[src/rtl/sca_acq_sequencer_if.sv]
// Run-control side of the SCA acquisition sequencer: command, configuration
// and status signals exchanged with the register bank.
interface sca_acq_sequencer_if;
    logic        start;
    logic        abort;
    logic        ext_trig;
    logic        cfg_ext_en;
    logic [10:0] cfg_trig_dly;
    logic [5:0]  cfg_trig_len;
    logic [7:0]  cfg_nclk;
    logic        busy;
    logic        done;
    logic [15:0] frame_cnt;

    modport master (
        output start, abort, ext_trig, cfg_ext_en, cfg_trig_dly, cfg_trig_len, cfg_nclk,
        input  busy, done, frame_cnt
    );

    modport slave (
        input  start, abort, ext_trig, cfg_ext_en, cfg_trig_dly, cfg_trig_len, cfg_nclk,
        output busy, done, frame_cnt
    );
endinterface

[src/rtl/sca_acq_sequencer.sv]
// SCA acquisition sequencer: free-running clk_REF plus a one-shot FSM that
// drives start_pad/RN_DFF, trigger_pad, SR_DFF and the clk_DFF readout burst
// for each start command. Every pad and status output is a flop.
module sca_acq_sequencer #(
    parameter int REF_HALF = 16,
    parameter int DFF_HALF = 7,
    parameter int SR_LEN   = 13
) (
    input  logic               clk_125,
    input  logic               rst,
    sca_acq_sequencer_if.slave bus,
    output logic               clk_REF,
    output logic               start_pad,
    output logic               trigger_pad,
    output logic               RN_DFF,
    output logic               SR_DFF,
    output logic               clk_DFF
);
    localparam int               REF_W    = $clog2(2 * REF_HALF);
    localparam logic [REF_W-1:0] REF_LAST = REF_W'(2 * REF_HALF - 1);
    localparam logic [REF_W-1:0] REF_PRE  = REF_W'(REF_HALF - 1);
    localparam logic [REF_W-1:0] REF_MID  = REF_W'(REF_HALF);
    localparam logic [15:0]      SR_LOAD  = 16'(SR_LEN - 1);
    localparam logic [15:0]      DFF_LAST = 16'(DFF_HALF - 1);

    typedef enum logic [2:0] {
        S_IDLE      = 3'd0,
        S_ARM       = 3'd1,
        S_WAIT_TRIG = 3'd2,
        S_TRIG      = 3'd3,
        S_SR        = 3'd4,
        S_READOUT   = 3'd5,
        S_DONE      = 3'd6
    } state_t;

    state_t           state_r, state_nxt_s;
    logic [REF_W-1:0] ref_cnt_r, ref_cnt_nxt_s;
    logic             clk_ref_r, clk_ref_nxt_s;
    logic [15:0]      cnt_r, cnt_nxt_s;
    logic [8:0]       half_r, half_nxt_s;
    logic             start_pad_r, start_pad_nxt_s;
    logic             trig_r, trig_nxt_s;
    logic             rn_r, rn_nxt_s;
    logic             sr_r, sr_nxt_s;
    logic             clk_dff_r, clk_dff_nxt_s;
    logic             busy_r, busy_nxt_s;
    logic             done_r, done_nxt_s;
    logic [15:0]      frame_cnt_r, frame_cnt_nxt_s;
    logic             sh_ext_r, sh_ext_nxt_s;
    logic [10:0]      sh_dly_r, sh_dly_nxt_s;
    logic [5:0]       sh_len_r, sh_len_nxt_s;
    logic [7:0]       sh_nclk_r, sh_nclk_nxt_s;
    logic [15:0]      ro_cnt_s;
    logic [8:0]       ro_half_s;
    logic             ro_clk_s;
    logic [8:0]       last_half_s;

    // Reference counter wrap and the clk_REF level that follows from it.
    always_comb begin
        if (ref_cnt_r == REF_LAST) begin
            ref_cnt_nxt_s = {REF_W{1'b0}};
        end else begin
            ref_cnt_nxt_s = ref_cnt_r + REF_W'(1);
        end
        clk_ref_nxt_s = (ref_cnt_nxt_s < REF_MID);
    end

    // Readout phase stepping: a half-period counter that toggles clk_DFF on wrap.
    // The FSM leaves READOUT one cycle before the final fall so that DONE
    // performs that fall together with done and the start_pad/RN_DFF release.
    always_comb begin
        last_half_s = {sh_nclk_r, 1'b0} - 9'd1;
        if (cnt_r == DFF_LAST) begin
            ro_cnt_s  = 16'd0;
            ro_half_s = half_r + 9'd1;
            ro_clk_s  = ~clk_dff_r;
        end else begin
            ro_cnt_s  = cnt_r + 16'd1;
            ro_half_s = half_r;
            ro_clk_s  = clk_dff_r;
        end
    end

    // Next-state and next-output logic of the acquisition FSM; abort wins over all.
    always_comb begin
        state_nxt_s     = state_r;
        cnt_nxt_s       = cnt_r;
        half_nxt_s      = half_r;
        start_pad_nxt_s = start_pad_r;
        trig_nxt_s      = trig_r;
        rn_nxt_s        = rn_r;
        sr_nxt_s        = sr_r;
        clk_dff_nxt_s   = clk_dff_r;
        done_nxt_s      = 1'b0;
        frame_cnt_nxt_s = frame_cnt_r;
        sh_ext_nxt_s    = sh_ext_r;
        sh_dly_nxt_s    = sh_dly_r;
        sh_len_nxt_s    = sh_len_r;
        sh_nclk_nxt_s   = sh_nclk_r;

        if ((state_r != S_IDLE) && bus.abort) begin
            state_nxt_s     = S_IDLE;
            start_pad_nxt_s = 1'b0;
            trig_nxt_s      = 1'b0;
            rn_nxt_s        = 1'b0;
            sr_nxt_s        = 1'b0;
            clk_dff_nxt_s   = 1'b0;
        end else begin
            case (state_r)
                S_IDLE: begin
                    if (bus.start) begin
                        sh_ext_nxt_s  = bus.cfg_ext_en;
                        sh_dly_nxt_s  = (bus.cfg_trig_dly == 11'd0) ? 11'd1 : bus.cfg_trig_dly;
                        sh_len_nxt_s  = (bus.cfg_trig_len == 6'd0) ? 6'd1 : bus.cfg_trig_len;
                        sh_nclk_nxt_s = bus.cfg_nclk;
                        state_nxt_s   = S_ARM;
                    end else begin
                        state_nxt_s = S_IDLE;
                    end
                end
                S_ARM: begin
                    if (ref_cnt_r == REF_PRE) begin
                        start_pad_nxt_s = 1'b1;
                        rn_nxt_s        = 1'b1;
                        cnt_nxt_s       = {5'd0, sh_dly_r} - 16'd1;
                        state_nxt_s     = S_WAIT_TRIG;
                    end else begin
                        state_nxt_s = S_ARM;
                    end
                end
                S_WAIT_TRIG: begin
                    if ((cnt_r == 16'd0) || (sh_ext_r && bus.ext_trig)) begin
                        trig_nxt_s  = 1'b1;
                        cnt_nxt_s   = {10'd0, sh_len_r} - 16'd1;
                        state_nxt_s = S_TRIG;
                    end else begin
                        cnt_nxt_s = cnt_r - 16'd1;
                    end
                end
                S_TRIG: begin
                    if (cnt_r == 16'd0) begin
                        trig_nxt_s  = 1'b0;
                        sr_nxt_s    = 1'b1;
                        cnt_nxt_s   = SR_LOAD;
                        state_nxt_s = S_SR;
                    end else begin
                        cnt_nxt_s = cnt_r - 16'd1;
                    end
                end
                S_SR: begin
                    if (cnt_r == 16'd0) begin
                        sr_nxt_s = 1'b0;
                        if (sh_nclk_r == 8'd0) begin
                            state_nxt_s = S_DONE;
                        end else begin
                            cnt_nxt_s     = 16'd0;
                            half_nxt_s    = 9'd0;
                            clk_dff_nxt_s = 1'b0;
                            state_nxt_s   = S_READOUT;
                        end
                    end else begin
                        cnt_nxt_s = cnt_r - 16'd1;
                    end
                end
                S_READOUT: begin
                    cnt_nxt_s     = ro_cnt_s;
                    half_nxt_s    = ro_half_s;
                    clk_dff_nxt_s = ro_clk_s;
                    if ((ro_half_s == last_half_s) && (ro_cnt_s == DFF_LAST)) begin
                        state_nxt_s = S_DONE;
                    end else begin
                        state_nxt_s = S_READOUT;
                    end
                end
                S_DONE: begin
                    done_nxt_s      = 1'b1;
                    start_pad_nxt_s = 1'b0;
                    rn_nxt_s        = 1'b0;
                    clk_dff_nxt_s   = 1'b0;
                    frame_cnt_nxt_s = frame_cnt_r + 16'd1;
                    state_nxt_s     = S_IDLE;
                end
                default: begin
                    state_nxt_s     = S_IDLE;
                    start_pad_nxt_s = 1'b0;
                    trig_nxt_s      = 1'b0;
                    rn_nxt_s        = 1'b0;
                    sr_nxt_s        = 1'b0;
                    clk_dff_nxt_s   = 1'b0;
                end
            endcase
        end
        busy_nxt_s = (state_nxt_s != S_IDLE);
    end

    // State, counters, shadow configuration and all output flops.
    always_ff @(posedge clk_125 or posedge rst) begin
        if (rst) begin
            state_r     <= S_IDLE;
            ref_cnt_r   <= {REF_W{1'b0}};
            clk_ref_r   <= 1'b1;
            cnt_r       <= 16'd0;
            half_r      <= 9'd0;
            start_pad_r <= 1'b0;
            trig_r      <= 1'b0;
            rn_r        <= 1'b0;
            sr_r        <= 1'b0;
            clk_dff_r   <= 1'b0;
            busy_r      <= 1'b0;
            done_r      <= 1'b0;
            frame_cnt_r <= 16'd0;
            sh_ext_r    <= 1'b0;
            sh_dly_r    <= 11'd0;
            sh_len_r    <= 6'd0;
            sh_nclk_r   <= 8'd0;
        end else begin
            state_r     <= state_nxt_s;
            ref_cnt_r   <= ref_cnt_nxt_s;
            clk_ref_r   <= clk_ref_nxt_s;
            cnt_r       <= cnt_nxt_s;
            half_r      <= half_nxt_s;
            start_pad_r <= start_pad_nxt_s;
            trig_r      <= trig_nxt_s;
            rn_r        <= rn_nxt_s;
            sr_r        <= sr_nxt_s;
            clk_dff_r   <= clk_dff_nxt_s;
            busy_r      <= busy_nxt_s;
            done_r      <= done_nxt_s;
            frame_cnt_r <= frame_cnt_nxt_s;
            sh_ext_r    <= sh_ext_nxt_s;
            sh_dly_r    <= sh_dly_nxt_s;
            sh_len_r    <= sh_len_nxt_s;
            sh_nclk_r   <= sh_nclk_nxt_s;
        end
    end

    assign clk_REF       = clk_ref_r;
    assign start_pad     = start_pad_r;
    assign trigger_pad   = trig_r;
    assign RN_DFF        = rn_r;
    assign SR_DFF        = sr_r;
    assign clk_DFF       = clk_dff_r;
    assign bus.busy      = busy_r;
    assign bus.done      = done_r;
    assign bus.frame_cnt = frame_cnt_r;
endmodule
[src/flat_wrapper.sv]
// flat-port wrapper written by rule: the top's interface ports become plain ports
module sca_acq_sequencer_flat 
#(
    parameter int REF_HALF = 16,
    parameter int DFF_HALF = 7,
    parameter int SR_LEN   = 13
)
  (clk_125, rst, clk_REF, start_pad, trigger_pad, RN_DFF, SR_DFF, clk_DFF, bus_start, bus_abort, bus_ext_trig, bus_cfg_ext_en, bus_cfg_trig_dly, bus_cfg_trig_len, bus_cfg_nclk, bus_busy, bus_done, bus_frame_cnt);
  sca_acq_sequencer_if bus_i ();
  input  logic clk_125;
  input  logic rst;
  output logic clk_REF;
  output logic start_pad;
  output logic trigger_pad;
  output logic RN_DFF;
  output logic SR_DFF;
  output logic clk_DFF;
  input wire logic [$bits(bus_i.start)-1:0] bus_start;
  input wire logic [$bits(bus_i.abort)-1:0] bus_abort;
  input wire logic [$bits(bus_i.ext_trig)-1:0] bus_ext_trig;
  input wire logic [$bits(bus_i.cfg_ext_en)-1:0] bus_cfg_ext_en;
  input wire logic [$bits(bus_i.cfg_trig_dly)-1:0] bus_cfg_trig_dly;
  input wire logic [$bits(bus_i.cfg_trig_len)-1:0] bus_cfg_trig_len;
  input wire logic [$bits(bus_i.cfg_nclk)-1:0] bus_cfg_nclk;
  output wire logic [$bits(bus_i.busy)-1:0] bus_busy;
  output wire logic [$bits(bus_i.done)-1:0] bus_done;
  output wire logic [$bits(bus_i.frame_cnt)-1:0] bus_frame_cnt;
  assign bus_i.start = bus_start;
  assign bus_i.abort = bus_abort;
  assign bus_i.ext_trig = bus_ext_trig;
  assign bus_i.cfg_ext_en = bus_cfg_ext_en;
  assign bus_i.cfg_trig_dly = bus_cfg_trig_dly;
  assign bus_i.cfg_trig_len = bus_cfg_trig_len;
  assign bus_i.cfg_nclk = bus_cfg_nclk;
  assign bus_busy = bus_i.busy;
  assign bus_done = bus_i.done;
  assign bus_frame_cnt = bus_i.frame_cnt;
  sca_acq_sequencer #(.REF_HALF(REF_HALF), .DFF_HALF(DFF_HALF), .SR_LEN(SR_LEN)) u_core (.clk_125(clk_125), .rst(rst), .bus(bus_i), .clk_REF(clk_REF), .start_pad(start_pad), .trigger_pad(trigger_pad), .RN_DFF(RN_DFF), .SR_DFF(SR_DFF), .clk_DFF(clk_DFF));
endmodule
[config.mk]
export PLATFORM = sky130hd
export DESIGN_NAME = sca_acq_sequencer_flat
export DESIGN_NICKNAME = d
export VERILOG_FILES = /design/src/rtl/sca_acq_sequencer_if.sv /design/src/rtl/sca_acq_sequencer.sv /design/src/flat_wrapper.sv
export SDC_FILE = /design/constraint.sdc
export NUM_CORES = 1
export LEC_CHECK = 0
export BUFFER_PORTS_ARGS = -buffer_cell sky130_fd_sc_hd__buf_2
export CORE_ASPECT_RATIO = 1.75
export CORE_UTILIZATION = 55
export DETAILED_ROUTE_END_ITERATION = 8
export PLACE_DENSITY = 0.75
export SYNTH_ARGS = -nofsm -noshare
export SYNTH_HDL_FRONTEND = slang
export SYNTH_SLANG_ARGS = --single-unit
export TNS_END_PERCENT = 30
[constraint.sdc]
create_clock -name clk_125 -period 3.8 [get_ports clk_125]
set_clock_uncertainty 0.2 [all_clocks]
set_input_delay 0.76 -clock clk_125 [delete_from_list [all_inputs] [get_ports clk_125]]
set_output_delay 0.76 -clock clk_125 [all_outputs]
set_load 0.01 [all_outputs]
==> results of run 1 <==
power groups by stage:
stage	registers, uW	logic [uW]	clock network (uW)
after floorplan	1340	1570	0
after global placement	1510	1830	0
after detailed placement	1530	1880	0
after CTS	1520	1900	1050
after global routing	1580	2100	1090
final	1530	1910	1040
per-layer routing:
layer  wire [um]  track usage  part of all wire  vias to the layer above
li1            -            -                 -                     2334
met1        5264       0.2970              0.37                     2402
met2        7908       0.5487              0.55                      175
met3         547      0.03878             0.038                       46
met4         639       0.1688             0.045                        0
met5           0            0                 0                        -
final cells by class:
cell class	instances	area [um^2]	share of cell area
well taps	125	156.4	0.02499
inverters	23	87.58	0.01399
multi-input cells	483	3224	0.5151
clock inverters	6	118.9	0.01899
repair buffers	67	380.4	0.06076
flip-flops and latches	82	2053	0.3280
clock buffers	10	239.0	0.03818
path summary, 6_finish.rpt:
check                                    startpoint                        to  slack [ps]  cells past startpoint
setup / recovery                    u_core.cnt_r[0]           u_core.cnt_r[8]         480                      9
hold / removal             u_core.bus.frame_cnt[15]  u_core.bus.frame_cnt[15]         270                      1
setup reg to reg                    u_core.cnt_r[0]           u_core.cnt_r[8]         480                      9
hold reg to reg            u_core.bus.frame_cnt[15]  u_core.bus.frame_cnt[15]         270                      1
max in group asynchronous                       rst           u_core.cnt_r[8]        2440                      3
min in group asynchronous                       rst           u_core.bus.done         290                      2
sequential cells by signal, indices dropped and copies added, names as in the netlist, 3 cells and up:
signal                count
u_core.state_r            3
u_core.sh_nclk_r          8
u_core.cnt_r             16
u_core.sh_len_r           6
u_core.bus.frame_cnt     16
u_core.sh_dly_r          11
u_core.ref_cnt_r          5
u_core.half_r             9
stage by stage:
stage	setup slack (ps)	power, uW	hold WS, ps
after floorplan	733.2	2912	232.9
after global placement	595.8	3345	249.0
after detailed placement	584.3	3412	258.9
after CTS	555.3	4465	275.2
after global routing	376.2	4768	296.7
final	484.4	4477	273.5
kinds of logic after synthesis:
| kind of cell | after synthesis | share of synthesized area |
|---|---|---|
| xor gates and xnor gates | 60 | 0.09535 |
| DFF | 82 | 0.3725 |
| AOI/OAI and AO/OA | 140 | 0.1657 |
| muxes | 29 | 0.05880 |
| buffers and inverters | 56 | 0.04245 |
| adders and majority gates | 16 | 0.03632 |
| and+or+nand+nor | 238 | 0.2288 |
layout by cell type, fill, tap and decap left out, drive strengths merged, types with 19 or more instances in the layout:
master  Yosys  layout
a21oi      29      29
buf         8      67
dfrtp      81      81
inv        23      25
mux2       27      27
nand2      51      51
nand3      19      19
nor2       58      58
nor3       23      23
o21ai      40      40
xnor2      35      35
xor2       25      25
worst reg2reg max path, cell delays in order (launching register included):
cell,delay (ps)
dfrtp_1,460
inv_1,190
ha_1,210
or3b_2,490
or3_1,460
nor3_1,400
o21ai_0,140
a21boi_0,150
o21ai_0,350
a22o_1,200
==> impl_metrics.csv, run 1 <==
group,metric,value,unit
outcome,status,"completed",
logic_synthesis,synth_area_leaders,"dfrtp_1, xnor2_1, mux2_2, xor2_1, nor2_1",
placed_design,dp_hpwl,10.95,mm
power_and_ir_drop,clock_power_share,0.232,
timing,fin_crit,3316,ps
global_route,grt_max_degree,46,
placed_design,routabilityCongestion,0.9487,
floorplanning,ioPinCount,55,
floorplanning,core-area,9789,um^2
logic_synthesis,synthArstFlopShare,1.000,
global_route,antenna_found_initial,0,
logic_synthesis,yosysTopAreaCell,"dfrtp_1",
global_route,grt.overflow.total,0,
timing,drv_slew,0,
clocking,clkLatencyLatePin,340,ps
layout,final-instance-count-excl-fill,796,
logic_synthesis,ys.flop_type,"dfrtp_1",
global_route,grtUsageTotal,0.2899,
layout,nFillCells,848,
timing,worst_slew_pin_slew,746.7,ps
timing,fin_setup_tns,0,ps
logic_synthesis,synth-edff-count,0,
global_route,grt_pass1_wl,23.67,mm
logic_synthesis,netlist_instances,621,
power_and_ir_drop,p_leak,0.002692,uW
flow_run,drv_cap,0,
critical_path,cp-start-kind,"flop",
critical_path,worstSetupPathType,"flop to flop",
routing,vias,4957,
timing,slew_headroom,0.4976,
power_and_ir_drop,seqPwrFrac,0.342,
logic_synthesis,syn_nets,668,
floorplanning,initial_core_util,0.5630,
critical_path,slowest_delay,490,ps
floorplanning,die_w,77.67,um
power_and_ir_drop,p_per_area,715.2,nW/um^2
placed_design,placed_area,5902,um^2
timing,max_freq,301.6,MHz
logic_synthesis,synth.most_common_cell,"dfrtp_1",
critical_path,crit_chain,"inv_1 > ha_1 > or3b_2 > or3_1 > nor3_1 > o21ai_0 > a21boi_0 > o21ai_0 > a22o_1",
logic_synthesis,yosys_register_bits,82,
clocking,clk_pin_slew,60,ps
clocking,numCtsBuffers,9,
critical_path,setup.worst_path.end_class,"flop",
clocking,postCtsHoldBufs,0,
logic_synthesis,yosysUniqueCellTypes,70,
layout,diodes,0,
critical_path,path_buf_inv,1,
clocking,clock-sinks,82,
clocking,htreeDepth,3,
layout,layout-drive-gt1-share,0.1937,
clocking,clockBufferDepth,2,
routing,drc,0,
global_route,grt_pass1_vias,4931,
routing,first_pass_iters,5,
routing,postRouteWirelength,14.36,mm
timing,setup_viol,0,
power_and_ir_drop,combPwrFrac,0.426,
critical_path,critPathArrivalTime,3400,ps
routing,drtAntennaViolNets,0,
logic_synthesis,synth_top_area_share,0.3678,
clocking,post_cts_resized,0,
floorplanning,die_area,10440,um^2
timing,fin_crit_sh,0.8725,
floorplanning,fp.dieH,134.4,um
placed_design,placedCellCount,780,
logic_synthesis,synth.avg_cell_area,8.875,um^2
critical_path,crit_family,"simple AND/OR/NAND/NOR gates",
clocking,postCtsSetupRepairBufs,0,
min_path,hp-class,"flop to flop",
layout,fin_nets,713,
layout,areaGrowthSynthToFinish,13.58,%
power_and_ir_drop,ir_drop,0.5445,mV
routing,drt-wirelength-per-cell,18.04,um
timing,grt_setup_unrepaired,"no",
routing,routed_via_density,6.227,
power_and_ir_drop,intPower,2657,uW
logic_synthesis,synthesis.area,5512,um^2
logic_synthesis,yosysWarnings,0,
critical_path,cp_slowest_cell,"or3b_2",
logic_synthesis,yosysSeqAreaShare,0.3725,
logic_synthesis,synth_commonest_cells,"dfrtp_1, nor2_1, nand2_1",
power_and_ir_drop,switchingPower,1819,uW
clocking,tritoncts,"done",
placed_design,portBuffers,54,
layout,fin_util,0.6394,
critical_path,crit_top_cell,"o21ai_0",
critical_path,crit_path_max_fanout,8,
routing,drt_iter0_drc,357,
critical_path,cp.required,3880,ps
power_and_ir_drop,swShare,0.4064,
clocking,cts-root-buf,"clkbuf_16",
floorplanning,rows,48,
layout,final_area,6260,um^2
timing,final_hold_viol_count,0,
(Power assumes the default switching activity.)
==> run 2, diff against run 1 <==
Settings changed: BUFFER_PORTS_ARGS -buffer_cell sky130_fd_sc_hd__buf_2 to -buffer_cell sky130_fd_sc_hd__buf_4, CORE_ASPECT_RATIO 1.75 to unset, SETUP_SLACK_MARGIN set to 0.3.
==> impl_metrics.csv, run 2 (synthesis gave the netlist of run 1 again) <==
group,metric,value,unit
outcome,status,"completed",
layout,fin_util,0.6381,
placed_design,portBuffers,54,
routing,drt-wirelength-per-cell,17.49,um
floorplanning,rows,36,
floorplanning,core-area,9729,um^2
floorplanning,die_w,102.1,um
clocking,postCtsHoldBufs,0,
power_and_ir_drop,p_per_area,649.7,nW/um^2
timing,fin_setup_tns,0,ps
layout,nFillCells,844,
clocking,cts-root-buf,"clkbuf_8",
layout,fin_nets,709,
timing,worst_slew_pin_slew,730.6,ps
critical_path,cp.required,3860,ps
clocking,htreeDepth,3,
critical_path,worstSetupPathType,"flop to flop",
routing,drt_iter0_drc,479,
routing,vias,4914,
layout,final_area,6208,um^2
min_path,hp-class,"input pin to async pin",
timing,fin_crit_sh,0.8408,
clocking,clk_pin_slew,90,ps
flow_run,drv_cap,0,
routing,routed_via_density,6.143,
power_and_ir_drop,ir_drop,0.3381,mV
critical_path,crit_path_max_fanout,9,
layout,layout_commonest_cell,"dfrtp_1",
critical_path,critPathArrivalTime,3250,ps
layout,layout-drive-gt1-share,0.1904,
placed_design,dp_hpwl,10.38,mm
timing,setup_viol,0,
routing,postRouteWirelength,13.99,mm
timing,max_freq,313.0,MHz
clocking,clkLatencyLatePin,370,ps
clocking,clockBufferDepth,2,
placed_design,placed_area,6017,um^2
critical_path,cp-start-kind,"flop",
global_route,antenna_found_initial,0,
critical_path,setup.worst_path.end_class,"flop",
timing,drv_slew,0,
global_route,grt.overflow.total,0,
placed_design,routabilityCongestion,0.9172,
layout,diodes,0,
global_route,grt_pass1_vias,4693,
floorplanning,initial_core_util,0.5665,
global_route,grtUsageTotal,0.2851,
timing,fin_crit,3195,ps
clocking,numCtsBuffers,9,
timing,grt_setup_unrepaired,"no",
floorplanning,ioPinCount,55,
floorplanning,die_area,10430,um^2
timing,slew_headroom,0.5129,
critical_path,slowest_delay,560,ps
global_route,grt_pass1_wl,22.98,mm
clocking,tritoncts,"done",
critical_path,cp_slowest_cell,"o31ai_1",
layout,mostFrequentLayoutCells,"dfrtp_1, buf_4, nor2_1",
critical_path,crit_chain,"inv_1 > ha_1 > a21boi_0 > o31ai_1 > a21oi_2 > nor2_1 > buf_4 > o22ai_1 > o221ai_1 > nand2_1",
timing,final_hold_viol_count,0,
floorplanning,fp.dieH,102.1,um
power_and_ir_drop,p_leak,0.002609,uW
routing,drtAntennaViolNets,0,
clocking,clock-sinks,82,
global_route,grt_max_degree,46,
routing,drc,0,
layout,areaGrowthSynthToFinish,12.64,%
routing,first_pass_iters,5,
==> run 2: cell types whose count changed in the layout (fill, tap and decap cells not counted) <==
cell	change
buf_2	-54
buf_4	+50
clkbuf_16	-9
clkbuf_8	+9
bufinv_16	-3
clkinv_4	+3
clkinvlp_4	+2
a21oi_1	-1
a21oi_2	+1
inv_6	-1
inv_8	-1
==> run 2: routing by layer <==
layer | GRT usage | vias up | share of wire | routed length, um
met5 | 0 | - | 0 | 0
met3 | 0.04651 | 25 | 0.070 | 982
met2 | 0.4471 | 215 | 0.46 | 6488
met1 | 0.4012 | 2352 | 0.45 | 6277
li1 | - | 2322 | - | -
met4 | 0.09890 | 0 | 0.017 | 239
==> run 2: power by group <==
group,internal [uW],switching [uW]
Clock,261,358
Sequential,1120,435
Combinational,863,993
==> run 2: what timing repair did <==
action                                  4_1_cts  5_1_grt
resized for setup                             0        1
setup buffers                                 0        0
endpoints found under the setup margin        0        3
==> run 2: final timing paths <==
path | cells after the start | slack [ps] | startpoint | end
worst min-delay path | 2 | 270 | rst | u_core.sh_nclk_r[3]
worst max register to register | 10 | 610 | u_core.state_r[0] | u_core.cnt_r[10]
min in group clk_125 | 1 | 270 | u_core.ref_cnt_r[0] | u_core.ref_cnt_r[0]
worst min register to register | 1 | 270 | u_core.ref_cnt_r[0] | u_core.ref_cnt_r[0]
worst max-delay path | 10 | 610 | u_core.state_r[0] | u_core.cnt_r[10]
max in group asynchronous | 3 | 2460 | rst | u_core.cnt_r[6]
==> run 2: area by class of cell <==
cell class                 count  area [um^2]  area share
clock buffer                  10        137.6     0.02217
inverter                      23        87.58     0.01411
tap                          133        166.4     0.02680
multi-input combinational    483         3228      0.5200
timing repair buffer          63        485.5     0.07819
sequential                    82         2053      0.3307
clock inverter                 6        50.05    0.008061
==> run 2: worst max-delay path, delay by kind of cell, from the launching register on <==
kind / cells / cell delay, ps
and+or+nand+nor: 2 / 470
adders and majority gates: 1 / 310
buffers and inverters: 2 / 350
DFF: 1 / 470
AOI/OAI and AO/OA: 5 / 1280
==> run 2: per-stage QoR <==
stage                     setup WS [ps]  hold slack [ps]  total power [uW]  std cells
after CTS                         594.4            267.4              3999        800
after global placement            676.1            242.4              3320        784
final                             605.0            265.4              4034        800
after detailed placement          627.2            255.1              3379        784
after global routing              300.8            287.8              4289        800
after floorplan                   733.2            232.9              2912        621
